`src/rtl/issue_queue_pkg.sv`:
```
// issue_queue_pkg: shared decode types, queue element and entry records
package issue_queue_pkg;
  typedef enum logic [3:0] {OP_NOP, OP_ADDIU, OP_ORI, OP_ADDU} op_e;
  typedef struct packed {
    logic num1_need;
    logic num2_need;
  } decode_require_t;
  typedef struct packed {
    logic [31:0] pc;
    op_e         op;
    logic [4:0]  dest_addr;
    logic [4:0]  num1_addr;
    logic        num1_need;
    logic [31:0] num1;
    logic [4:0]  num2_addr;
    logic        num2_need;
    logic [31:0] num2;
  } issue_queue_element_t;
  typedef struct packed {
    issue_queue_element_t elem;
    logic                 valid;
    logic                 ready1;
    logic                 ready2;
  } iq_entry_t;
endpackage

```
`src/rtl/iq_operand_capture.sv`:
```
// iq_operand_capture: resolves one operand at enqueue and flags per-entry wakeups from the writeback bus
module iq_operand_capture #(
  parameter int DEPTH = 8
) (
  input  logic                  need,
  input  logic [4:0]            addr,
  input  logic [31:0]           imm,
  input  logic [31:0]           rf_rdata,
  input  logic [31:0]           reg_busy,
  input  logic                  wb_valid,
  input  logic [4:0]            wb_addr,
  input  logic [31:0]           wb_data,
  input  logic [DEPTH-1:0]      ent_ready,
  input  logic [DEPTH-1:0][4:0] ent_addr,
  output logic                  res_ready,
  output logic [31:0]           res_value,
  output logic [DEPTH-1:0]      wake
);
  logic wb_hit;
  assign wb_hit = wb_valid && wb_addr == addr;
  assign res_ready = !need || addr == 5'd0 || wb_hit || !reg_busy[addr];
  assign res_value = !need ? imm : addr == 5'd0 ? 32'd0 : wb_hit ? wb_data : rf_rdata;
  always_comb
    for (int i = 0; i < DEPTH; i++)
      wake[i] = !ent_ready[i] && wb_valid && wb_addr == ent_addr[i] && wb_addr != 5'd0;
endmodule

```
`src/rtl/issue_queue.sv`:
```
// issue_queue: in-order operand-capturing issue FIFO; head issues once both operands are resolved
import issue_queue_pkg::*;
module issue_queue #(
  parameter int DEPTH = 8
) (
  input  logic                 clk,
  input  logic                 rst,
  input  logic                 flush,
  input  logic                 enq_valid,
  output logic                 enq_ready,
  input  issue_queue_element_t enq_elem,
  output logic [4:0]           rf_raddr1,
  output logic [4:0]           rf_raddr2,
  input  logic [31:0]          rf_rdata1,
  input  logic [31:0]          rf_rdata2,
  input  logic [31:0]          reg_busy,
  input  logic                 wb_valid,
  input  logic [4:0]           wb_addr,
  input  logic [31:0]          wb_data,
  output logic                 iss_valid,
  input  logic                 iss_ready,
  output issue_queue_element_t iss_elem
);
  localparam int AW = $clog2(DEPTH);
  localparam logic [AW:0] FULL = (AW+1)'(DEPTH);
  iq_entry_t q [DEPTH];
  logic [AW-1:0] head, tail;
  logic [AW:0] count;
  logic [DEPTH-1:0] r1, r2, wake1, wake2;
  logic [DEPTH-1:0][4:0] a1, a2;
  logic c1, c2, enq_fire, iss_fire;
  logic [31:0] v1, v2;
  iq_entry_t new_ent;
  assign rf_raddr1 = enq_elem.num1_addr;
  assign rf_raddr2 = enq_elem.num2_addr;
  assign enq_ready = count != FULL;
  assign iss_valid = q[head].valid && q[head].ready1 && q[head].ready2;
  assign enq_fire = enq_valid && enq_ready;
  assign iss_fire = iss_valid && iss_ready;
  always_comb begin
    for (int i = 0; i < DEPTH; i++) begin
      a1[i] = q[i].elem.num1_addr;
      a2[i] = q[i].elem.num2_addr;
      r1[i] = q[i].ready1 || !q[i].valid;
      r2[i] = q[i].ready2 || !q[i].valid;
    end
    new_ent = '{elem: enq_elem, valid: 1'b1, ready1: c1, ready2: c2};
    new_ent.elem.num1 = v1;
    new_ent.elem.num2 = v2;
    iss_elem = q[head].elem;
    iss_elem.num1_need = 1'b0;
    iss_elem.num2_need = 1'b0;
  end
  iq_operand_capture #(.DEPTH(DEPTH)) u_cap1 (
    .need(enq_elem.num1_need), .addr(enq_elem.num1_addr), .imm(enq_elem.num1),
    .rf_rdata(rf_rdata1), .reg_busy(reg_busy), .wb_valid(wb_valid), .wb_addr(wb_addr),
    .wb_data(wb_data), .ent_ready(r1), .ent_addr(a1), .res_ready(c1), .res_value(v1), .wake(wake1)
  );
  iq_operand_capture #(.DEPTH(DEPTH)) u_cap2 (
    .need(enq_elem.num2_need), .addr(enq_elem.num2_addr), .imm(enq_elem.num2),
    .rf_rdata(rf_rdata2), .reg_busy(reg_busy), .wb_valid(wb_valid), .wb_addr(wb_addr),
    .wb_data(wb_data), .ent_ready(r2), .ent_addr(a2), .res_ready(c2), .res_value(v2), .wake(wake2)
  );
  always_ff @(posedge clk) begin
    if (rst || flush) begin
      head <= '0;
      tail <= '0;
      count <= '0;
      for (int i = 0; i < DEPTH; i++) q[i] <= '0;
    end else begin
      for (int i = 0; i < DEPTH; i++) begin
        if (wake1[i]) begin
          q[i].ready1 <= 1'b1;
          q[i].elem.num1 <= wb_data;
        end
        if (wake2[i]) begin
          q[i].ready2 <= 1'b1;
          q[i].elem.num2 <= wb_data;
        end
      end
      if (iss_fire) begin
        q[head].valid <= 1'b0;
        head <= head + 1'b1;
      end
      if (enq_fire) begin
        q[tail] <= new_ent;
        tail <= tail + 1'b1;
      end
      count <= count + {{AW{1'b0}}, enq_fire} - {{AW{1'b0}}, iss_fire};
    end
  end
endmodule

```
`config.mk`:
```
export PLATFORM = sky130hd
export DESIGN_NAME = issue_queue
export DESIGN_NICKNAME = d
export VERILOG_FILES = /design/src/rtl/issue_queue_pkg.sv /design/src/rtl/iq_operand_capture.sv /design/src/rtl/issue_queue.sv
export SDC_FILE = /design/constraint.sdc
export NUM_CORES = 2
export LEC_CHECK = 0
export BUFFER_PORTS_ARGS = -buffer_cell sky130_fd_sc_hd__buf_2
export CAP_MARGIN = 30
export CORE_MARGIN = 2
export CORE_UTILIZATION = 55
export CTS_BUF_LIST = sky130_fd_sc_hd__clkbuf_4 sky130_fd_sc_hd__clkbuf_8 sky130_fd_sc_hd__clkbuf_16
export DETAILED_ROUTE_END_ITERATION = 7
export PLACE_DENSITY = 0.8
export SLEW_MARGIN = 20
export SYNTH_ARGS = -nofsm -noshare
export SYNTH_HDL_FRONTEND = slang
export SYNTH_HIERARCHICAL = 1
export SYNTH_SLANG_ARGS = --single-unit
export TNS_END_PERCENT = 30
```
`constraint.sdc`:
```
create_clock -name clk -period 3.5 [get_ports clk]
set_input_delay 0.525 -clock clk [delete_from_list [all_inputs] [get_ports clk]]
set_output_delay 0.525 -clock clk [all_outputs]
set_load 0.05 [all_outputs]
```
==> results.toml <==
[critical_path]
crit_path_start_kind = "flip-flop"
cpPeakStageDelay_ns = 0.53
crit_chain = "buf_12 -> buf_4 -> mux4_2 -> mux2_2 -> buf_2"
cp_max_fo = 22
cp_num_buf_inv = 3
slowest_stage = "mux4_2"
arrival_ns = 2.78
end_kind = "output port"
path_class = "reg -> out"
worstPathRequired_ns = 2.97
critPathTopFamily = "multiplexers"

[floorplanning]
start_util = 0.552
die_w_um = 304
core_um2 = 89600
io_pins = 385
die_h_um = 304
core.rowCount = 110
dieArea_um2 = 92400

[timing]
rsz0062_at_grt = "false"
finalCriticalPeriod_ns = 3.31
final-max-slew-violation-count = 0
fin_crit_sh = 0.945
hold_viol = 0
skew_ns = 0.0374
setup_viol = 0
max_slew_margin = 0.332
worstMarginPinSlew_ns = 1.00
fmax_ghz = 0.302

[clock_tree]
clkLatencyLatePin_ns = 0.67
cts_root_buffer = "clkbuf_16"
cts_tree = "yes"
cts_hold_buf = 0
cts.repair.resized = 0
cts.clk_slew.worst_paths_ns = 0.06
htree_levels = 3
clk_path_buf_depth = 3
numCtsBuffers = 92
clock-sinks = 957

[power]
power.internal_mw = 19.5
total_power_mw = 25.7
peakVddDrop_v = 0.000398
combinationalPowerShare = 0.093
swShare = 0.239
p_sw_mw = 6.14
power_density_nw_per_um2 = 463
p_leak_nw = 20.6
pwr-share-seq = 0.517
clock_power_share = 0.390

[flow_run]
max_cap_violations = 0

[synthesis]
synth_area_leaders = "edfxtp_1, mux4_2, and2_1"
ys_types = 57
yosysSeqAreaShare = 0.574
synthCells = 3881
ys_seq_elements = 957
yosysTopAreaCell = "edfxtp_1"
synth_most_common_cell = "edfxtp_1"
syn_avg_cell_area_um2 = 12.8
yosysWarnings = 6
synth-async-reset-ratio = 0
synth_top_cell_area_share = 0.562
synth_top_cells_by_count = "edfxtp_1, nand2_1, and2_1"
synth-main-ff-cell = "edfxtp_1"
synth_edf_count = 926
synth_area_um2 = 49500

[layout]
area_growth_pct = 12.2
drive_above_1_share = 0.267
nets = 4320
post-route-util = 0.620
stdcell_area_um2 = 55500

[route]
drc_errors = 1
drtAntennaViolNets = 0
num_vias = 34400
drt-total-wl_um = 147000
firstDrtPassIters = 8
wl_per_cell_um = 27.7
drtIter0Drc = 4961
vias_per_cell = 6.47

[placement]
gp_congestion = 0.882
hpwl_um = 85400
portBuffers = 382
post_dp_cell_area_um2 = 52400

[run_status]
status = "finished, violations left"
violations = "DRC"

[global_route]
grt_max_degree = 115
grt_pass1_wl_um = 216000
antenna_found_initial = 10
grt_pass1_vias = 34600
grt_use_total = 0.314
gr-total-overflow = 0

[min_path]
holdCritPathClass = "in -> reg"
## stage by stage
stage / setup TNS (ns) / setup WS [ns] / hold slack, ns / std cells
2_1_floorplan: -5.19 / -0.0649 / 0.459 / 3882
3_3_place_gp: 0 / 0.295 / 0.495 / 5133
3_5_place_dp: 0 / 0.286 / 0.499 / 5133
4_1_cts: 0 / 0.0181 / 0.160 / 5303
5_1_grt: 0 / 0.117 / 0.209 / 5315
6_report: 0 / 0.191 / 0.190 / 5316
## state kept, by name (all words and copies together), names as in the netlist, named ones only
signal / cells
q: 944
tail: 3
count: 4
head: 3
## placed cells by master (no fill, tap or decap), types with 6 or more instances in the layout
| cell type | count |
|---|---|
| or3_2 | 16 |
| mux4_2 | 236 |
| inv_1 | 73 |
| diode_2 | 8 |
| nand2b_1 | 20 |
| a22o_1 | 192 |
| a21o_1 | 7 |
| a31o_2 | 6 |
| nor4_1 | 18 |
| or4_1 | 8 |
| xor2_1 | 27 |
| o21ai_1 | 41 |
| mux4_1 | 6 |
| clkinv_1 | 16 |
| o21ai_0 | 303 |
| ha_1 | 7 |
| buf_2 | 382 |
| clkbuf_4 | 32 |
| nand2_1 | 661 |
| nor2_1 | 10 |
| clkbuf_16 | 93 |
| clkinv_2 | 12 |
| mux2i_1 | 73 |
| bufinv_16 | 6 |
| o22ai_1 | 62 |
| nand4_1 | 22 |
| edfxtp_1 | 926 |
| dfxtp_1 | 28 |
| xnor2_1 | 67 |
| and2_1 | 420 |
| buf_4 | 115 |
| mux2_2 | 119 |
| buf_12 | 40 |
| nand4b_1 | 6 |
## kinds of logic (layout without fill, tap and decap cells)
| kind of cell | after synthesis | after routing | share of synthesized area |
|---|---|---|---|
| flops | 957 | 957 | 0.574 |
| mux | 434 | 434 | 0.152 |
| fa+ha+maj | 8 | 8 | 0.00217 |
| buf+inv | 533 | 783 | 0.0506 |
| other cells | 1 | 10 | 0.0000758 |
| compound gates | 634 | 634 | 0.0823 |
| xor+xnor | 94 | 94 | 0.0166 |
| simple gates | 1220 | 1220 | 0.121 |
## worst reg2reg max path, stage by stage, from the launching register on
cell     delay [ns]
dfxtp_1        0.31
inv_1          0.05
ha_1           0.18
or3b_1         0.24
nand4_1        0.45
nor3_4         0.38
buf_4          0.80
o21ai_0        0.32
## power groups by stage
stage                     Clock, mW  Sequential [mW]  Combinational (mW)
final                          10.0             13.3                2.39
after global placement            0             13.5                2.31
after CTS                      10.1             13.3                2.35
after floorplan                   0             13.4                1.50
after global routing           10.5             13.3                2.49
after detailed placement          0             13.5                2.34
## final timing paths
| kind | start | end | slack, ns | cells past startpoint |
|---|---|---|---|---|
| max reg2reg | count[2] | q[4][23] | 0.47 | 7 |
| max | flip-flop | iss_elem[24] | 0.19 | 5 |
| min reg2reg | q[5][2] | q[5][2] | 0.52 | 2 |
| min | enq_valid | tail[1] | 0.19 | 3 |
## final cells by class
type,count,area (um2)
fill,6445,34100
sequential,957,28400
multi-input combinational,2392,18700
timing repair buffer,538,3580
clock buffer,127,2600
tap,1176,1470
clock inverter,43,435
inverter,75,282
antenna,8,20.0
## metal layers
| layer | global-route usage | part of all wire | vias to the layer above |
|---|---|---|---|
| met5 | 0 | 0 | - |
| met4 | 0.158 | 0.048 | 0 |
| met3 | 0.0726 | 0.13 | 446 |
| met2 | 0.498 | 0.47 | 2653 |
| met1 | 0.408 | 0.35 | 16700 |
| li1 | - | - | 14600 |
## what timing repair did
action / in CTS / in global routing
setup endpoints to repair: 0 / 18
buffers inserted: 0 / 4
hold endpoints to repair: 0 / 0
Note: power is estimated with default switching activity, not from simulation.
